==> src/rtl/mandelbrot_iter_unit_if.sv <==
//==============================================================================
// Module      : mandelbrot_iter_unit_if
// Description : Request/result bundle between the pixel scanner (master) and
//               the Mandelbrot/Julia escape-time engine (slave).
// Revision    : 1.0 - initial release
//==============================================================================
`default_nettype none

interface mandelbrot_iter_unit_if #(
  parameter int WIDTH     = 8,
  parameter int CTR_WIDTH = 7
);
  logic                 start;
  logic [WIDTH-1:0]     in_cr;
  logic [WIDTH-1:0]     in_ci;
  logic [WIDTH-1:0]     in_zr0;
  logic [WIDTH-1:0]     in_zi0;
  logic                 in_julia;
  logic [CTR_WIDTH-1:0] in_max_iter;
  logic                 busy;
  logic                 done;
  logic [CTR_WIDTH-1:0] out_iter;
  logic                 out_escaped;
  logic                 out_ovf;
  logic [WIDTH-1:0]     out_zr;
  logic [WIDTH-1:0]     out_zi;

  modport master (
    output start, in_cr, in_ci, in_zr0, in_zi0, in_julia, in_max_iter,
    input  busy, done, out_iter, out_escaped, out_ovf, out_zr, out_zi
  );

  modport slave (
    input  start, in_cr, in_ci, in_zr0, in_zi0, in_julia, in_max_iter,
    output busy, done, out_iter, out_escaped, out_ovf, out_zr, out_zi
  );
endinterface

`default_nettype wire

==> src/rtl/mandelbrot_iter_unit.sv <==
//==============================================================================
// Module      : mandelbrot_iter_unit
// Description : Sequential escape-time engine, one z = z^2 + c update per
//               clock. Stops on iteration limit, |z|^2 > 4 or Q2.x overflow.
//               Optional Julia mode (z0 from inputs) when MANDELBROT_JULIA_EN
//               is defined; otherwise z0 is always zero.
// Revision    : 1.0 - initial release
//==============================================================================
`default_nettype none

module mandelbrot_iter_unit #(
  parameter int WIDTH     = 8,
  parameter int CTR_WIDTH = 7
) (
  input  logic                  clk,
  input  logic                  rst,
  mandelbrot_iter_unit_if.slave bus
);

  // Internal arithmetic is wide enough that no intermediate can wrap.
  localparam int SW = 2 * WIDTH + 2;
  localparam logic signed [SW-1:0] C_MAG_LIM = SW'(4) <<< (2 * WIDTH - 4);
  localparam logic signed [SW-1:0] C_ZMAX    = SW'((2 ** (WIDTH - 1)) - 1);
  localparam logic signed [SW-1:0] C_ZMIN    = -C_ZMAX - SW'(1);

  typedef enum logic [0:0] {
    S_IDLE = 1'b0,
    S_RUN  = 1'b1
  } state_t;

  state_t r_state, w_state_nxt;

  logic signed [WIDTH-1:0] r_zr, r_zi, r_cr, r_ci;
  logic [CTR_WIDTH-1:0]    r_iter, r_max;
  logic [WIDTH-1:0]        w_zr0, w_zi0;

  logic                    r_done, r_escaped, r_ovf;
  logic [CTR_WIDTH-1:0]    r_out_iter;
  logic [WIDTH-1:0]        r_out_zr, r_out_zi;

  logic w_accept, w_commit, w_finish, w_esc_nxt, w_ovf_nxt;

`ifdef MANDELBROT_JULIA_EN
  assign w_zr0 = bus.in_julia ? bus.in_zr0 : '0;
  assign w_zi0 = bus.in_julia ? bus.in_zi0 : '0;
`else
  // Julia ports stay on the interface but have no effect in this build.
  logic w_unused_julia;
  assign w_unused_julia = ^{bus.in_julia, bus.in_zr0, bus.in_zi0};
  assign w_zr0 = '0;
  assign w_zi0 = '0;
`endif

  // Sign-extended operands, full-precision products and the next z.
  logic signed [SW-1:0] w_zr_x, w_zi_x, w_cr_x, w_ci_x;
  logic signed [SW-1:0] w_m1, w_m2, w_m3, w_mag, w_nzr, w_nzi;
  logic                 w_mag_esc, w_range_ovf;

  assign w_zr_x = {{(SW-WIDTH){r_zr[WIDTH-1]}}, r_zr};
  assign w_zi_x = {{(SW-WIDTH){r_zi[WIDTH-1]}}, r_zi};
  assign w_cr_x = {{(SW-WIDTH){r_cr[WIDTH-1]}}, r_cr};
  assign w_ci_x = {{(SW-WIDTH){r_ci[WIDTH-1]}}, r_ci};

  assign w_m1  = w_zr_x * w_zr_x;
  assign w_m2  = w_zi_x * w_zi_x;
  assign w_m3  = w_zr_x * w_zi_x;
  assign w_mag = w_m1 + w_m2;
  // Arithmetic shifts floor toward -inf; no rounding is applied.
  assign w_nzr = ((w_m1 - w_m2) >>> (WIDTH - 2)) + w_cr_x;
  assign w_nzi = ((w_m3 <<< 1) >>> (WIDTH - 2)) + w_ci_x;

  assign w_mag_esc   = (w_mag > C_MAG_LIM);
  assign w_range_ovf = (w_nzr > C_ZMAX) || (w_nzr < C_ZMIN) ||
                       (w_nzi > C_ZMAX) || (w_nzi < C_ZMIN);

  // State register; reset wins over any start or finish in the same cycle.
  always_ff @(posedge clk) begin
    if (rst) r_state <= S_IDLE;
    else     r_state <= w_state_nxt;
  end

  // Next-state and per-cycle decision: limit, magnitude, overflow, commit.
  always_comb begin
    w_state_nxt = r_state;
    w_accept    = 1'b0;
    w_commit    = 1'b0;
    w_finish    = 1'b0;
    w_esc_nxt   = 1'b0;
    w_ovf_nxt   = 1'b0;
    case (r_state)
      S_IDLE: begin
        if (bus.start) begin
          w_accept    = 1'b1;
          w_state_nxt = S_RUN;
        end
      end
      S_RUN: begin
        if (r_iter == r_max) begin
          w_finish    = 1'b1;
          w_state_nxt = S_IDLE;
        end else if (w_mag_esc) begin
          w_finish    = 1'b1;
          w_esc_nxt   = 1'b1;
          w_state_nxt = S_IDLE;
        end else if (w_range_ovf) begin
          w_finish    = 1'b1;
          w_esc_nxt   = 1'b1;
          w_ovf_nxt   = 1'b1;
          w_state_nxt = S_IDLE;
        end else begin
          w_commit    = 1'b1;
        end
      end
      default: w_state_nxt = S_IDLE;
    endcase
  end

  // Request latch and iteration state; an overflowing z is never committed.
  always_ff @(posedge clk) begin
    if (rst) begin
      r_zr   <= '0;
      r_zi   <= '0;
      r_cr   <= '0;
      r_ci   <= '0;
      r_iter <= '0;
      r_max  <= '0;
    end else if (w_accept) begin
      r_zr   <= w_zr0;
      r_zi   <= w_zi0;
      r_cr   <= bus.in_cr;
      r_ci   <= bus.in_ci;
      r_max  <= bus.in_max_iter;
      r_iter <= '0;
    end else if (w_commit) begin
      r_zr   <= w_nzr[WIDTH-1:0];
      r_zi   <= w_nzi[WIDTH-1:0];
      r_iter <= r_iter + CTR_WIDTH'(1);
    end
  end

  // Result registers hold until the next finish; done is a one-cycle pulse.
  always_ff @(posedge clk) begin
    if (rst) begin
      r_done     <= 1'b0;
      r_escaped  <= 1'b0;
      r_ovf      <= 1'b0;
      r_out_iter <= '0;
      r_out_zr   <= '0;
      r_out_zi   <= '0;
    end else begin
      r_done <= w_finish;
      if (w_finish) begin
        r_escaped  <= w_esc_nxt;
        r_ovf      <= w_ovf_nxt;
        r_out_iter <= r_iter;
        r_out_zr   <= r_zr;
        r_out_zi   <= r_zi;
      end
    end
  end

  assign bus.busy        = (r_state == S_RUN);
  assign bus.done        = r_done;
  assign bus.out_iter    = r_out_iter;
  assign bus.out_escaped = r_escaped;
  assign bus.out_ovf     = r_ovf;
  assign bus.out_zr      = r_out_zr;
  assign bus.out_zi      = r_out_zi;

endmodule

`default_nettype wire

==> src/flat_wrapper.sv <==
// flat-port wrapper written by rule: the top's interface ports become plain ports
module mandelbrot_iter_unit_flat 
#(
  parameter int WIDTH     = 8,
  parameter int CTR_WIDTH = 7
)
  (clk, rst, bus_start, bus_in_cr, bus_in_ci, bus_in_zr0, bus_in_zi0, bus_in_julia, bus_in_max_iter, bus_busy, bus_done, bus_out_iter, bus_out_escaped, bus_out_ovf, bus_out_zr, bus_out_zi);
  mandelbrot_iter_unit_if #(.WIDTH(WIDTH), .CTR_WIDTH(CTR_WIDTH)) bus_i ();
  input  logic clk;
  input  logic rst;
  input wire logic [$bits(bus_i.start)-1:0] bus_start;
  input wire logic [$bits(bus_i.in_cr)-1:0] bus_in_cr;
  input wire logic [$bits(bus_i.in_ci)-1:0] bus_in_ci;
  input wire logic [$bits(bus_i.in_zr0)-1:0] bus_in_zr0;
  input wire logic [$bits(bus_i.in_zi0)-1:0] bus_in_zi0;
  input wire logic [$bits(bus_i.in_julia)-1:0] bus_in_julia;
  input wire logic [$bits(bus_i.in_max_iter)-1:0] bus_in_max_iter;
  output wire logic [$bits(bus_i.busy)-1:0] bus_busy;
  output wire logic [$bits(bus_i.done)-1:0] bus_done;
  output wire logic [$bits(bus_i.out_iter)-1:0] bus_out_iter;
  output wire logic [$bits(bus_i.out_escaped)-1:0] bus_out_escaped;
  output wire logic [$bits(bus_i.out_ovf)-1:0] bus_out_ovf;
  output wire logic [$bits(bus_i.out_zr)-1:0] bus_out_zr;
  output wire logic [$bits(bus_i.out_zi)-1:0] bus_out_zi;
  assign bus_i.start = bus_start;
  assign bus_i.in_cr = bus_in_cr;
  assign bus_i.in_ci = bus_in_ci;
  assign bus_i.in_zr0 = bus_in_zr0;
  assign bus_i.in_zi0 = bus_in_zi0;
  assign bus_i.in_julia = bus_in_julia;
  assign bus_i.in_max_iter = bus_in_max_iter;
  assign bus_busy = bus_i.busy;
  assign bus_done = bus_i.done;
  assign bus_out_iter = bus_i.out_iter;
  assign bus_out_escaped = bus_i.out_escaped;
  assign bus_out_ovf = bus_i.out_ovf;
  assign bus_out_zr = bus_i.out_zr;
  assign bus_out_zi = bus_i.out_zi;
  mandelbrot_iter_unit #(.WIDTH(WIDTH), .CTR_WIDTH(CTR_WIDTH)) u_core (.clk(clk), .rst(rst), .bus(bus_i));
endmodule
==> config.mk <==
export PLATFORM = sky130hd
export DESIGN_NAME = mandelbrot_iter_unit_flat
export DESIGN_NICKNAME = d
export VERILOG_FILES = /design/src/rtl/mandelbrot_iter_unit_if.sv /design/src/rtl/mandelbrot_iter_unit.sv /design/src/flat_wrapper.sv
export SDC_FILE = /design/constraint.sdc
export NUM_CORES = 1
export LEC_CHECK = 0
export BUFFER_PORTS_ARGS = -buffer_cell sky130_fd_sc_hd__buf_4
export CAP_MARGIN = 40
export CORE_ASPECT_RATIO = 0.9
export CORE_MARGIN = 2
export CORE_UTILIZATION = 50
export DETAILED_ROUTE_END_ITERATION = 7
export GPL_TIMING_DRIVEN = 0
export PLACE_DENSITY = 0.65
export SLEW_MARGIN = 5
export SYNTH_ARGS = -nofsm -noshare
export SYNTH_HDL_FRONTEND = slang
export SYNTH_SLANG_ARGS = --single-unit
==> constraint.sdc <==
create_clock -name clk -period 14.4 [get_ports clk]
set_input_delay 1.44 -clock clk [delete_from_list [all_inputs] [get_ports clk]]
set_output_delay 1.44 -clock clk [all_outputs]
set_load 0.01 [all_outputs]
==> impl_metrics.toml, run 1 <==
[status]
status = "finished, final reports clean"

[synth]
syn_nets = 1769
synthXorXnorAreaFrac_pct = 6.774
yosysMostFrequentCell = "inv_1"
yosys.area.top_type = "fa_1"
syn_inst = 1446
synth.area.mux_share_pct = 2.842
synthTopCellsByArea = "fa_1, ha_1, dfxtp_1"
synth_fa_ha_area_share_pct = 37.54
synth.top_cell.area_share_pct = 23.23
synth_top_family_by_area = "adder cells"
synth-simple-area-share_pct = 16.77
synth_compound_area_share_pct = 13.67
synthFlopType = "dfxtp_1"
ys_types = 73
ys_ff_latch = 73
synth_top_cells_by_count = "inv_1, fa_1, ha_1"
synthArstFlopShare_pct = 0
yosysSeqAreaShare_pct = 12.03
synth_edf_count = 0
synthesis.area_um2 = 12150
yosys_warnings = 0
syn_area_per_cell_um2 = 8.404

[cells_and_area]
syn2layout_area_growth_pct = 8.926
fin_util_pct = 55.04
drive_gt1_share_pct = 7.001
antennaDiodeCount = 0
nets = 1832

[power]
power_density_nw_per_um2 = 47.24
p_clk_share_pct = 36.9
p_leak_nw = 6.296
switching_power_mw = 0.2001
combPwrFrac_pct = 28.9
swShare_pct = 32.00
irDropWorstVdd_mv = 0.05304
seqPwrFrac_pct = 34.2
internal_power_mw = 0.4253

[floorplan]
num_rows = 54
io_pins = 70
start_util_pct = 50.53
design.die.area_um2 = 25570
die-height_um = 151.9
die_w_um = 168.3
core_area_um2 = 24050

[global_route]
antenna_found_initial = 0
grt_max_degree = 13
grt_pass1_wl_um = 49230
grt_use_total_pct = 23.75
grt_pass1_vias = 9669
grt_overflow = 0

[clock_tree]
clk_pin_slew_ns = 0.05
cts_num_sinks = 73
cts_setup_buffers = 0
tritoncts = "built"
numCtsBuffers = 9
cts_max_level = 3
clk_path_buf_depth = 2
holdBufCountCts = 0
clkLatencyLatePin_ns = 0.33
cts_resized = 0
cts-root-buf = "clkbuf_16"

[worst_setup_path]
critical_path_required_ns = 14.59
crit_fanout = 10
crit_type = "reg -> reg"
crit_buf_inv = 9
crit_arrival_ns = 9.91
critPathSlowestCell = "fa_1"
cp_slowest_stage_delay_ns = 0.54
cp_common_cell = "clkbuf_1"
cp-start-kind = "flip-flop"
critPathTopFamily = "compound AO/OA/AOI/OAI gates"
end_kind = "flip-flop"
rr_worst_depth = 34
crit_cells = 34

[sta]
fin_setup_tns_ns = 0
slew_viol_final = 0
slew_headroom_pct = 36.94
worstMarginPinSlew_ns = 0.9336
hold_viol = 0
whs_ns = 0.4647
fin_crit_sh_pct = 67.54
max_freq_mhz = 102.8
clock-skew-final_ns = 0.004737
rsz0062_at_grt = "no"
period_needed_ns = 9.726
timing.final.setup_violations = 0

[place]
portBuffers = 52
gp_congestion = 0.8713
hpwl_um = 24920

[job]
max_cap_violations = 0

[detailed_routing]
finalWirelength_um = 29780
vias = 9769
vias_per_cell = 5.362
first_pass_iters = 6
wl_per_cell_um = 16.35
drt_iter0_markers = 616
route.detailed.drc = 0
ant_nets = 0

[hold_path]
min_path_cells = 2
hold_path_class = "reg -> reg"
[power by group through the flow]
stage / sequential, mW / clock, mW / combinational [mW]
after detailed placement: 0.218 / 0 / 0.177
after global routing: 0.215 / 0.243 / 0.197
after CTS: 0.214 / 0.232 / 0.178
final: 0.214 / 0.231 / 0.181
after global placement: 0.218 / 0 / 0.175
after floorplan: 0.216 / 0 / 0.125
[final cells by class]
type,count,area (um2)
Fill cell,2290,10820
Multi-Input combinational cell,1047,9430
Sequential cell,73,1461
Inverter,260,975.9
Timing Repair Buffer,52,390.4
Tap cell,308,385.4
Buffer,66,285.3
Clock buffer,14,274.0
Clock inverter,2,35.03
[placed cells by master (no fill, tap or decap), drive strengths merged, types with 14 or more instances in the layout]
| cell | n |
|---|---|
| a21o | 14 |
| a21oi | 95 |
| and2 | 62 |
| buf | 63 |
| clkbuf | 69 |
| dfxtp | 73 |
| fa | 141 |
| ha | 139 |
| inv | 260 |
| mux2i | 30 |
| nand2 | 106 |
| nand2b | 66 |
| nand3 | 24 |
| nor2 | 60 |
| nor2b | 14 |
| nor3 | 17 |
| o21ai | 25 |
| o31ai | 20 |
| xnor2 | 75 |
| xor2 | 19 |
[sequential cells by signal, summed over array words and instances (netlist names)]
register and count:
u_core.bus.busy 1, u_core.bus.done 1, u_core.bus.out_escaped 1, u_core.bus.out_iter 7
u_core.bus.out_ovf 1, u_core.bus.out_zi 8, u_core.bus.out_zr 8, u_core.r_ci 8
u_core.r_cr 8, u_core.r_iter 7, u_core.r_max 7, u_core.r_zi 8
u_core.r_zr 8
[metal layers]
| metal | GRT usage (%) | part of all wire [%] | vias up |
|---|---|---|---|
| met4 | 4.269 | 1.5 | 0 |
| li1 | - | - | 4809 |
| met5 | 0 | 0 | - |
| met1 | 35.14 | 49 | 4771 |
| met2 | 38.11 | 46 | 164 |
| met3 | 2.396 | 3.6 | 25 |
[per-stage QoR]
step | instance area, um2 | cells | total power, mW | setup WS (ns)
2_1_floorplan | 12150 | 1446 | 0.3414 | 6.312
3_3_place_gp | 12930 | 1806 | 0.3931 | 4.797
3_5_place_dp | 12930 | 1806 | 0.3952 | 4.631
4_1_cts | 13240 | 1822 | 0.6246 | 4.595
5_1_grt | 13240 | 1822 | 0.6542 | 3.959
6_report | 13240 | 1822 | 0.6254 | 4.674
[path summary, 6_finish.rpt]
check | startpoint | end | slack, ns
worst max-delay path | u_core.r_zi[6]$_SDFFE_PP0P_ | u_core.r_zi[4]$_SDFFE_PP0P_ | 4.67
worst min-delay path | u_core.r_ci[5]$_SDFFE_PP0P_ | u_core.r_ci[5]$_SDFFE_PP0P_ | 0.46
worst max register to register | u_core.r_zi[6]$_SDFFE_PP0P_ | u_core.r_zi[4]$_SDFFE_PP0P_ | 4.67
worst min register to register | u_core.r_ci[5]$_SDFFE_PP0P_ | u_core.r_ci[5]$_SDFFE_PP0P_ | 0.46
[worst register-to-register path, delay by kind of cell, from the launching register on]
family,cells,cell delay (ns)
AO/OA/AOI/OAI,12,2.62
XOR/XNOR,2,0.43
adder cells (fa/ha/maj),7,2.59
buffers and inverters,9,2.21
flip-flops,1,0.41
multiplexers,1,0.22
AND/OR/NAND/NOR,3,1.09
[cell families (layout without fill, tap and decap cells)]
logic type               Yosys count  after routing
flip-flops                        73             73
multiplexers                      34             34
adder cells (fa/ha/maj)          280            280
AO/OA/AOI/OAI                    245            245
XOR/XNOR                          94             94
AND/OR/NAND/NOR                  394            394
buffers and inverters            326            394
Power figures use the tool's default switching activity.
==> run 2, diff against run 1 <==
==> constraint.sdc (replaced) <==
create_clock -name clk -period 9 [get_ports clk]
set_input_delay 0.9 -clock clk [delete_from_list [all_inputs] [get_ports clk]]
set_output_delay 0.9 -clock clk [all_outputs]
set_load 0.01 [all_outputs]
==> run 2 against run 1 <==
  * Worst hold slack got worse by 0.00075 ns
  * Largest cell class unchanged
  * Sequential power grew 60%
  * Critical path type unchanged
  * Cell area increased by 1.6%
==> impl_metrics.toml, run 2 (same netlist as run 1, synthesis figures left out) <==
[status]
status = "finished, final reports clean"

[worst_setup_path]
end_kind = "flip-flop"
cp_common_cell = "fa_1"
cp_slowest_stage_delay_ns = 0.56
reg2reg_from = "u_core.r_zi[7]$_SDFFE_PP0P_"
crit_fanout = 12
cp-start-kind = "flip-flop"
critical_path_required_ns = 9.19
crit_type = "reg -> reg"
r2r_end = "u_core.r_zi[6]$_SDFFE_PP0P_"
rr_worst_depth = 29
critPathSlowestCell = "fa_1"
timing.reg2reg.setup_slack_ns = 0.38
crit_arrival_ns = 8.81

[global_route]
grt_use_met2_pct = 38.21
busiest_layer = "met2"
grt_pass1_wl_um = 49380
use_met3_pct = 2.449
grt_overflow = 0
grt_max_degree = 13
antenna_found_initial = 0
grt_pass1_vias = 9680
use_met1_pct = 35.22
grt_use_total_pct = 23.82

[sta]
worstMarginPinSlew_ns = 0.8939
setup_ws_ns = 0.3767
clock-skew-final_ns = 0.004753
fin_setup_tns_ns = 0
hold_viol = 0
fin_crit_sh_pct = 95.81
slew_viol_final = 0
timing.final.setup_violations = 0
max_freq_mhz = 116.0
period_needed_ns = 8.623
slew_headroom_pct = 39.95

[hold_path]
min_path_cells = 2
holdPathEnd = "u_core.r_ci[5]$_SDFFE_PP0P_"
min_from = "u_core.r_ci[5]$_SDFFE_PP0P_"
hold_path_class = "reg -> reg"

[clock_tree]
numCtsBuffers = 9
cts_setup_buffers = 0
clk_path_buf_depth = 2
tritoncts = "built"
clk_pin_slew_ns = 0.06
cts-root-buf = "clkbuf_16"
cts_max_level = 3
holdBufCountCts = 0
cts_num_sinks = 73
clkLatencyLatePin_ns = 0.33

[detailed_routing]
drt_iter0_markers = 566
first_pass_iters = 7
ant_nets = 0
vias = 9768
route.detailed.drc = 0
wl_per_cell_um = 16.52
finalWirelength_um = 30040
vias_per_cell = 5.373

[cells_and_area]
drive_gt1_share_pct = 10.33
final_cell_mix = "inv_1, fa_1, ha_1"
final_cells = 1818
nets = 1828
syn2layout_area_growth_pct = 10.62
antennaDiodeCount = 0
layout_commonest_cell = "inv_1"
n_fill_cell = 2266

[place]
gp_congestion = 0.8713
dp.cells = 1806
portBuffers = 52
hpwl_um = 24920
pre_cts_slack_ns = -0.7689

[floorplan]
die-height_um = 151.9
design.die.area_um2 = 25570
num_rows = 54
io_pins = 70
die_w_um = 168.3
core_area_um2 = 24050
start_util_pct = 50.53

[power]
power_density_nw_per_um2 = 75.70
p_leak_nw = 6.433
irDropWorstVdd_mv = 0.08526

[job]
max_cap_violations = 0
## run 2: repair_timing
item                                    in CTS  in global routing
gates cloned                                 0                  0
endpoints found under the setup margin      50                 50
pin swaps                                    0                  1
resized for setup                           24                 52
## run 2: per-stage QoR
| stage | utilization [%] | power [mW] | hold WS (ns) | cell area (um2) |
|---|---|---|---|---|
| 6_report | 55.89 | 1.018 | 0.4639 | 13440 |
| 5_1_grt | 55.89 | 1.062 | 0.4785 | 13440 |
| 4_1_cts | 55.26 | 1.005 | 0.4671 | 13290 |
| 3_5_place_dp | 53.75 | 0.6324 | 0.4590 | 12930 |
| 3_3_place_gp | 53.75 | 0.6289 | 0.4538 | 12930 |
| 2_1_floorplan | - | 0.5462 | 0.4406 | 12150 |
## run 2: routing by layer
metal  wire length (um)  share of wire, %  vias to the layer above
met4                473               1.6                        0
met5                  0                 0                        -
met1              14900                50                     4803
met3                856               2.9                       27
met2              13800                46                      136
li1                   -                 -                     4802
## run 2: how the worst max path moves through the flow
stage          cells after the start                           to                         from
5_1_grt                           31  u_core.r_zi[6]$_SDFFE_PP0P_  u_core.r_zi[7]$_SDFFE_PP0P_
4_1_cts                           34  u_core.r_zi[6]$_SDFFE_PP0P_  u_core.r_zi[6]$_SDFFE_PP0P_
3_3_place_gp                      34  u_core.r_zr[2]$_SDFFE_PP0P_  u_core.r_zi[6]$_SDFFE_PP0P_
6_report                          29  u_core.r_zi[6]$_SDFFE_PP0P_  u_core.r_zi[7]$_SDFFE_PP0P_
3_5_place_dp                      35  u_core.r_zi[4]$_SDFFE_PP0P_  u_core.r_zi[6]$_SDFFE_PP0P_
2_1_floorplan                     35  u_core.r_zi[2]$_SDFFE_PP0P_  u_core.r_zi[6]$_SDFFE_PP0P_
## run 2: layout make-up
cell class                 instances  area, um2  share of cell area, %
multi-input combinational       1047       9598                  71.39
sequential                        73       1471                  10.94
inverter                         260      975.9                  7.259
timing repair buffer              52      390.4                  2.904
tap                              308      385.4                  2.866
buffer                            62      314.1                  2.336
clock buffer                      14      274.0                  2.038
clock inverter                     2      35.03                 0.2606
## run 2: critical path: cells and delay by family (launching register included)
| family | cells | cell delay (ns) |
|---|---|---|
| xor gates and xnor gates | 2 | 0.53 |
| adders and majority gates | 7 | 3.04 |
| DFF | 1 | 0.54 |
| and+or+nand+nor | 5 | 1.34 |
| AOI/OAI and AO/OA | 8 | 1.81 |
| buffers and inverters | 7 | 1.21 |
## run 2: report_power, final
part / switching, mW / leakage (nW) / internal [mW] / total [mW]
clock network: 0.134 / 0.153 / 0.237 / 0.371
logic: 0.183 / 5.68 / 0.121 / 0.304
registers: 0.0101 / 0.597 / 0.332 / 0.343
total: 0.328 / 6.43 / 0.690 / 1.02
